`config.mk`:
```
export PLATFORM = sky130hd
export DESIGN_NAME = iec_bus_conditioner
export DESIGN_NICKNAME = d
export VERILOG_FILES = /design/src/rtl/iec_bus_conditioner.sv
export SDC_FILE = /design/constraint.sdc
export NUM_CORES = 1
export LEC_CHECK = 0
export BUFFER_PORTS_ARGS = -buffer_cell sky130_fd_sc_hd__buf_2
export CORE_ASPECT_RATIO = 1.75
export CORE_MARGIN = 1.5
export CORE_UTILIZATION = 44
export CTS_CLUSTER_DIAMETER = 30
export CTS_CLUSTER_SIZE = 24
export DETAILED_ROUTE_END_ITERATION = 8
export PLACE_DENSITY = 0.74
export SLEW_MARGIN = 20
export SYNTH_ARGS = -nofsm -noshare
export SYNTH_HDL_FRONTEND = slang
export SYNTH_SLANG_ARGS = --single-unit
```
`constraint.sdc`:
```
create_clock -name clk32 -period 1.1 [get_ports clk32]
set_input_delay 0.33 -clock clk32 [delete_from_list [all_inputs] [get_ports clk32]]
set_output_delay 0.33 -clock clk32 [all_outputs]
set_load 0.01 [all_outputs]
```
`src/rtl/iec_bus_conditioner.sv`:
```
// N-channel serial-bus input conditioner: 2-flop synchroniser, stability filter,
// edge strobes and ce-aligned edge flags. Optional glitch counters under IEC_GLITCH_CNT_EN.
module iec_bus_conditioner #(
    parameter int unsigned NCH         = 3,
    parameter int unsigned FILT_W      = 4,
    parameter int unsigned FILT_CYCLES = 2,
    parameter logic        IDLE_LEVEL  = 1'b1
) (
    input  logic               clk32,
    input  logic               reset,
    input  logic               ce,
    input  logic [NCH-1:0]     bus_in,
    output logic [NCH-1:0]     filt_out,
    output logic [NCH-1:0]     rise,
    output logic [NCH-1:0]     fall,
    output logic [NCH-1:0]     rise_ce,
    output logic [NCH-1:0]     fall_ce,
    input  logic               glitch_clr,
    output logic [8*NCH-1:0]   glitch_cnt
);

    if (NCH == 0 || NCH > 8) begin : g_bad_nch
        $error("iec_bus_conditioner: NCH must be 1..8");
    end
    if (FILT_CYCLES == 0 || FILT_CYCLES > (2**FILT_W) - 1) begin : g_bad_filt
        $error("iec_bus_conditioner: FILT_CYCLES must be 1..2**FILT_W-1");
    end

    localparam logic [NCH-1:0]    IDLE_VEC = {NCH{IDLE_LEVEL}};
    localparam logic [FILT_W-1:0] CNT_LAST = FILT_W'(FILT_CYCLES - 1);

    logic [NCH-1:0]    d1_q, d2_q;
    logic [NCH-1:0]    filt_q, filt_d;
    logic [NCH-1:0]    rise_q, rise_d, fall_q, fall_d;
    logic [NCH-1:0]    pend_rise_q, pend_rise_d, pend_fall_q, pend_fall_d;
    logic [FILT_W-1:0] cnt_q [NCH];
    logic [FILT_W-1:0] cnt_d [NCH];

    always_comb begin
        filt_d = filt_q;
        rise_d = '0;
        fall_d = '0;
        for (int unsigned i = 0; i < NCH; i++) begin
            cnt_d[i] = cnt_q[i];
            if (d2_q[i] == filt_q[i]) begin
                cnt_d[i] = '0;
            end else if (cnt_q[i] == CNT_LAST) begin
                filt_d[i] = d2_q[i];
                cnt_d[i]  = '0;
                rise_d[i] = d2_q[i];
                fall_d[i] = ~d2_q[i];
            end else begin
                cnt_d[i] = cnt_q[i] + FILT_W'(1);
            end
        end
        // A strobe seen on a ce cycle is consumed there and never latched as pending.
        pend_rise_d = ce ? '0 : (pend_rise_q | rise_q);
        pend_fall_d = ce ? '0 : (pend_fall_q | fall_q);
    end

    always_ff @(posedge clk32) begin
        if (reset) begin
            d1_q        <= IDLE_VEC;
            d2_q        <= IDLE_VEC;
            filt_q      <= IDLE_VEC;
            rise_q      <= '0;
            fall_q      <= '0;
            pend_rise_q <= '0;
            pend_fall_q <= '0;
            for (int unsigned i = 0; i < NCH; i++) cnt_q[i] <= '0;
        end else begin
            d1_q        <= bus_in;
            d2_q        <= d1_q;
            filt_q      <= filt_d;
            rise_q      <= rise_d;
            fall_q      <= fall_d;
            pend_rise_q <= pend_rise_d;
            pend_fall_q <= pend_fall_d;
            for (int unsigned i = 0; i < NCH; i++) cnt_q[i] <= cnt_d[i];
        end
    end

    assign filt_out = filt_q;
    assign rise     = rise_q;
    assign fall     = fall_q;
    assign rise_ce  = {NCH{ce}} & (pend_rise_q | rise_q);
    assign fall_ce  = {NCH{ce}} & (pend_fall_q | fall_q);

`ifdef IEC_GLITCH_CNT_EN
    logic [7:0] glitch_q [NCH];
    logic [7:0] glitch_d [NCH];

    always_comb begin
        for (int unsigned i = 0; i < NCH; i++) begin
            glitch_d[i] = glitch_q[i];
            if (glitch_clr) begin
                glitch_d[i] = '0;
            end else if (d2_q[i] == filt_q[i] && cnt_q[i] != '0 && glitch_q[i] != 8'hFF) begin
                glitch_d[i] = glitch_q[i] + 8'd1;
            end
        end
    end

    always_ff @(posedge clk32) begin
        if (reset) begin
            for (int unsigned i = 0; i < NCH; i++) glitch_q[i] <= '0;
        end else begin
            for (int unsigned i = 0; i < NCH; i++) glitch_q[i] <= glitch_d[i];
        end
    end

    always_comb begin
        glitch_cnt = '0;
        for (int unsigned i = 0; i < NCH; i++) glitch_cnt[8*i +: 8] = glitch_q[i];
    end
`else
    logic unused_glitch_clr;
    assign unused_glitch_clr = glitch_clr;
    assign glitch_cnt        = '0;
`endif

endmodule

```
==> results.toml, run 1 <==
[outcome]
status = "finished with violations"
violations = "negative setup slack"

[global_routing]
grt_pass1_wl_um = 4110
grt_use_met1_pct = 13.6
first_global_vias = 987
antenna_found_initial = 0
grt_max_degree = 11
met3_usage_pct = 4.37
grt-busiest-layer = "met2"
grt_usage_pct = 15.8
overflow = 0
grt_use_met2_pct = 29.2

[logic_synthesis]
netlist_instances = 142
yosys.area.top_type_share_pct = 46.7
ys_warn_count = 0
synth_area_leaders = "dfxtp_1, buf_4, nor2_1"
synth.avg_cell_area_um2 = 9.97
yosys.area.top_type = "dfxtp_1"
syn_area_mm2 = 0.00142
yosysUniqueCellTypes = 19
seq_area_frac_synth_pct = 46.7
ys_seq_elements = 33

[floorplan]
ioPinCount = 46
fp.dieW_um = 45.9
core_area_mm2 = 0.00311
dieArea_mm2 = 0.00358
start_util_pct = 45.5
num_rows = 27
die-height_um = 78.0

[pwr]
cellPowerDensity_mw_per_mm2 = 1270
ir_drop_v = 0.000951
swShare_pct = 23.2
seq_power_share_pct = 50.0
power.share.clock_pct = 39.2
p_int_mw = 1.92
switchingPower_mw = 0.578
power_frac_comb_pct = 10.8
leakagePower_nw = 0.873

[routing]
drc = 0
first_iter_violations = 12
viasPerCell = 4.44
routed_wl_um = 2700
vias = 1038
ant_nets = 0
routedWlPerCell_um = 11.5
dr.pass1.iters = 4

[final_layout]
area_growth_pct = 38.7
antenna_cells = 0
finalNonFillerCells = 234
final_layout_size_suffix_gt1_share_pct = 54.5
finalCoreUtilization_pct = 63.2
final_nets = 203
final_area_mm2 = 0.00196

[setup_path]
cp_num_cells = 3
cpMaxStageDelayCell = "dfxtp_2"
arrival_ps = 910
cpLargestDelayFamily = "flip-flops"
crit_chain = "nor2_4, nor2b_1, buf_2"
critPathLaunch = "fall[2]"
worstSetupStartpointType = "register"
r2r-end = "fall[1]"
required_ps = 770
cpPeakStageDelay_ps = 350
worstSetupEndpointType = "output pin"
r2r-start = "cnt_q[0][5]"
r2r_setup_slack_ps = -130
worstPathMaxFanout = 2
criticalPathCategory = "reg2out"
path_buf_inv = 1
reg2reg_depth = 4
crit_end = "fall_ce[2]"

[timing]
fin_ws_ps = -142
holdWs_ps = 230
min_period_ps = 1240
max_freq_ghz = 0.805
setup_viol = 27
skew_ps = 4.68
setup_tns_ps = -2390
post-route-period-util_pct = 113
final_hold_viol_count = 0
rsz0062_at_grt = "true"
finalMaxSlewViolations = 0

[cts]
cts_max_path_buffers = 2
h-tree-depth = 2
clk_latency_ps = 280
cts_tree = "yes"
hold_buffers = 0
cts_root_buf = "clkbuf_8"
clk_pin_slew_ps = 60
cts_num_sinks = 33
numCtsBuffers = 5

[placed_design]
port_buffers = 20
hpwl_um = 1770
dp.cells = 216
placed_area_mm2 = 0.00162
globalplace.congestion = 0.711

[worst_hold_path]
hp-start = "bus_in[0]"
hold_class = "in2reg"

[flow_run]
cap_violations = 0
-- logic make-up (layout without fill, tap and decap cells) --
family,count (synthesis),count (layout),synth area share (%)
simple gates,61,61,27.0
flops,33,33,46.7
buf+inv,29,55,14.1
xor+xnor,9,9,5.57
fa+ha+maj,6,6,5.30
compound gates,3,3,1.06
other cells,1,24,0.265
-- state kept, by name, summed over array words and instances, names as in the netlist --
register,count
filt_out,3
d1_q,3
fall,3
d2_q,3
cnt_q,12
pend_fall_q,3
pend_rise_q,3
rise,3
-- power by group through the flow --
stage                     sequential [mW]  clock, mW  combinational (mW)
after floorplan                      1.28          0               0.195
after global routing                 1.25       1.04               0.293
after detailed placement             1.28          0               0.202
final                                1.25      0.978               0.269
after global placement               1.27          0               0.193
after CTS                            1.25      0.994               0.238
-- layer usage --
metal	wire [um]	up-vias	share of wire, %
met5	0	-	0
met4	53	0	2.0
met3	100	5	3.7
met2	1690	31	63
met1	852	495	32
li1	-	507	-
-- timing repair --
action / CTS / global route
cloned: 0 / 0
resized for setup: 24 / 21
buffers inserted: 9 / 1
pin swaps: 17 / 4
setup endpoints to repair: 29 / 33
-- worst min-delay path by stage --
stage | end | slack (ps) | cells after the start
finish | d1_q[0] | 230 | 2
floorplan | d2_q[0] | 380 | 1
global placement | d2_q[2] | 390 | 1
detailed placement | d2_q[0] | 390 | 1
CTS | d1_q[0] | 220 | 2
global route | d1_q[2] | 230 | 2
-- layout make-up --
cell class / instances / area [um^2]
multi-input cells: 103 / 806
clock buffers: 7 / 96.3
clock inverters: 1 / 5.00
repair buffers: 44 / 299
flip-flops and latches: 33 / 692
fillers: 256 / 1140
inverters: 3 / 11.3
well taps: 43 / 53.8
-- metrics by stage --
| stage | total power, mW | setup WS, ps |
|---|---|---|
| after floorplan | 1.47 | -66.0 |
| after global placement | 1.47 | -73.5 |
| after detailed placement | 1.48 | -128 |
| after CTS | 2.48 | -151 |
| after global routing | 2.59 | -208 |
| final | 2.49 | -142 |
-- cells in the mapped netlist --
| cell type | count |
|---|---|
| nor3b_1 | 3 |
| xor2_1 | 3 |
| clkbuf_1 | 1 |
| or3_4 | 3 |
| buf_2 | 1 |
| nor2b_1 | 6 |
| nand2_1 | 6 |
| a21oi_1 | 3 |
| nor4b_2 | 6 |
| buf_4 | 24 |
| xnor2_1 | 6 |
| ha_1 | 6 |
| or2_1 | 7 |
| nand3_1 | 3 |
| or3b_1 | 3 |
| dfxtp_1 | 33 |
| nor2_1 | 24 |
| conb_1 | 1 |
| inv_1 | 3 |
-- cell usage in the layout, fill, tap and decap left out, drive strengths merged, types with 6 or more instances in the layout --
cell and instances:
buf 44, dfxtp 33, conb 24, nor2 24, or2 7, clkbuf 7
nor2b 6, xnor2 6, nand2 6, nor4b 6, ha 6
(Power assumes the default switching activity.)
==> run 2: changes to the inputs <==
--- a/config.mk
+++ b/config.mk
@@ -8,11 +8,11 @@
 export BUFFER_PORTS_ARGS = -buffer_cell sky130_fd_sc_hd__buf_2
 export CORE_ASPECT_RATIO = 1.75
 export CORE_MARGIN = 1.5
-export CORE_UTILIZATION = 44
+export CORE_UTILIZATION = 53
 export CTS_CLUSTER_DIAMETER = 30
 export CTS_CLUSTER_SIZE = 24
 export DETAILED_ROUTE_END_ITERATION = 8
-export PLACE_DENSITY = 0.74
+export PLACE_DENSITY = 0.83
 export SLEW_MARGIN = 20
 export SYNTH_ARGS = -nofsm -noshare
 export SYNTH_HDL_FRONTEND = slang
==> constraint.sdc (replaced) <==
create_clock -name clk32 -period 1.6 [get_ports clk32]
set_input_delay 0.48 -clock clk32 [delete_from_list [all_inputs] [get_ports clk32]]
set_output_delay 0.48 -clock clk32 [all_outputs]
set_load 0.01 [all_outputs]
==> run 2 against run 1 <==
Against the previous run: core utilization fell by 1.6 points; via count shrank 13%; first-iteration DRC count up 17%; the run now ends clean; register-to-register slack gained 440 ps; critical path depth unchanged; design area is 21% lower; critical endpoint is now fall_ce[0]; cell count decreased by 17%; largest cell class is now flip-flops and latches; setup slack better by 350 ps; sequential cell count did not move.
==> results.toml, run 2 (synthesis gave the netlist of run 1 again) <==
[cts]
numCtsBuffers = 5
cts_tree = "yes"
h-tree-depth = 2
cts_root_buf = "clkbuf_8"
cts_num_sinks = 33
cts_max_path_buffers = 2
hold_buffers = 0
clk_pin_slew_ps = 60
clk_latency_ps = 280
post_cts_buffers = 0
cts_resized = 0

[final_layout]
antenna_cells = 0
largest_reg_flops = 12
final_cell_mix = "dfxtp_1, nor2_1, conb_1, buf_2"
area_growth_pct = 9.81
nFillCells = 228
final_nets = 180
mostFrequentLayoutCell = "dfxtp_1"
final_layout_size_suffix_gt1_share_pct = 22.6
largest-register = "cnt_q"

[global_routing]
grt-busiest-layer = "met2"
grt_pass1_wl_um = 3250
overflow = 0
grt_max_degree = 15
antenna_found_initial = 0
met3_usage_pct = 5.29
grt_use_met2_pct = 26.9
first_global_vias = 848
grt_usage_pct = 14.7
grt_use_met1_pct = 11.9

[pwr]
ir_drop_v = 0.000810
cellPowerDensity_mw_per_mm2 = 1050
leakagePower_nw = 0.686

[setup_path]
cpPeakStageDelay_ps = 310
reg2reg_depth = 5
worstSetupStartpointType = "register"
arrival_ps = 910
worstSetupEndpointType = "output pin"
cpMaxStageDelayCell = "dfxtp_1"
criticalPathCategory = "reg2out"
crit_chain = "nor2_1, nor2b_1, buf_2"
worstPathMaxFanout = 2
required_ps = 1120
critPathLaunch = "fall[0]"
r2r-start = "cnt_q[0][1]"

[routing]
routedWlPerCell_um = 10.2
drc = 0
first_iter_violations = 14
ant_nets = 0
viasPerCell = 4.63
routed_wl_um = 1980
vias = 899
dr.pass1.iters = 4

[timing]
final_hold_viol_count = 0
max_freq_ghz = 0.718
setup_tns_ps = 0
setup_viol = 0
skew_ps = 4.41
fin_ws_ps = 207
rsz0062_at_grt = "false"
min_period_ps = 1390
finalMaxSlewViolations = 0
post-route-period-util_pct = 87.1

[floorplan]
fp.dieW_um = 42.1
start_util_pct = 56.1
dieArea_mm2 = 0.00300
ioPinCount = 46
die-height_um = 71.4
num_rows = 24
core_area_mm2 = 0.00252

[worst_hold_path]
hold_class = "in2reg"
hp-start = "bus_in[2]"
holdPathStages = 2

[placed_design]
globalplace.congestion = 0.691
port_buffers = 20
dp_slack_ps = 244
hpwl_um = 1560

[flow_run]
cap_violations = 0

[outcome]
status = "finished clean"
-- run 2: per-layer routing --
layer / vias to the layer above / wire (um) / share of wire, %
li1: 453 / - / -
met4: 0 / 57 / 2.9
met3: 4 / 130 / 6.6
met5: - / 0 / 0
met2: 32 / 1110 / 56
met1: 410 / 689 / 35
-- run 2: layout make-up --
class                   count  area (um^2)  area share, %
flip-flops and latches     33          661           42.5
multi-input cells         103          641           41.2
repair buffers             21          108           6.92
clock buffers               7         96.3           6.20
well taps                  26         32.5           2.09
inverters                   3         11.3          0.725
clock inverters             1         5.00          0.322
-- run 2: path summary, 6_finish.rpt --
check,to,slack [ps]
min,d1_q[2],380
max,fall_ce[0],210
min reg2reg,d2_q[2],400
max reg2reg,cnt_q[0][2],310
-- run 2: power breakdown --
group / total (mW) / switching [mW] / internal, mW
combinational: 0.112 / 0.0685 / 0.0437
clock: 0.659 / 0.271 / 0.388
sequential: 0.859 / 0.0184 / 0.840
-- run 2: worst max-delay path: cells and delay by family (launching register included) --
family | cells | cell delay [ps]
simple gates | 2 | 200
flops | 1 | 310
buf+inv | 1 | 130
-- run 2: metrics by stage --
stage	cells	power, mW	area (um^2)	hold WS [ps]	utilization, %
2_1_floorplan	165	1.00	1500	383	-
3_3_place_gp	186	0.983	1450	386	57.6
3_5_place_dp	186	0.987	1450	393	57.6
4_1_cts	194	1.66	1550	364	61.6
5_1_grt	194	1.70	1550	378	61.6
6_report	194	1.63	1550	378	61.6
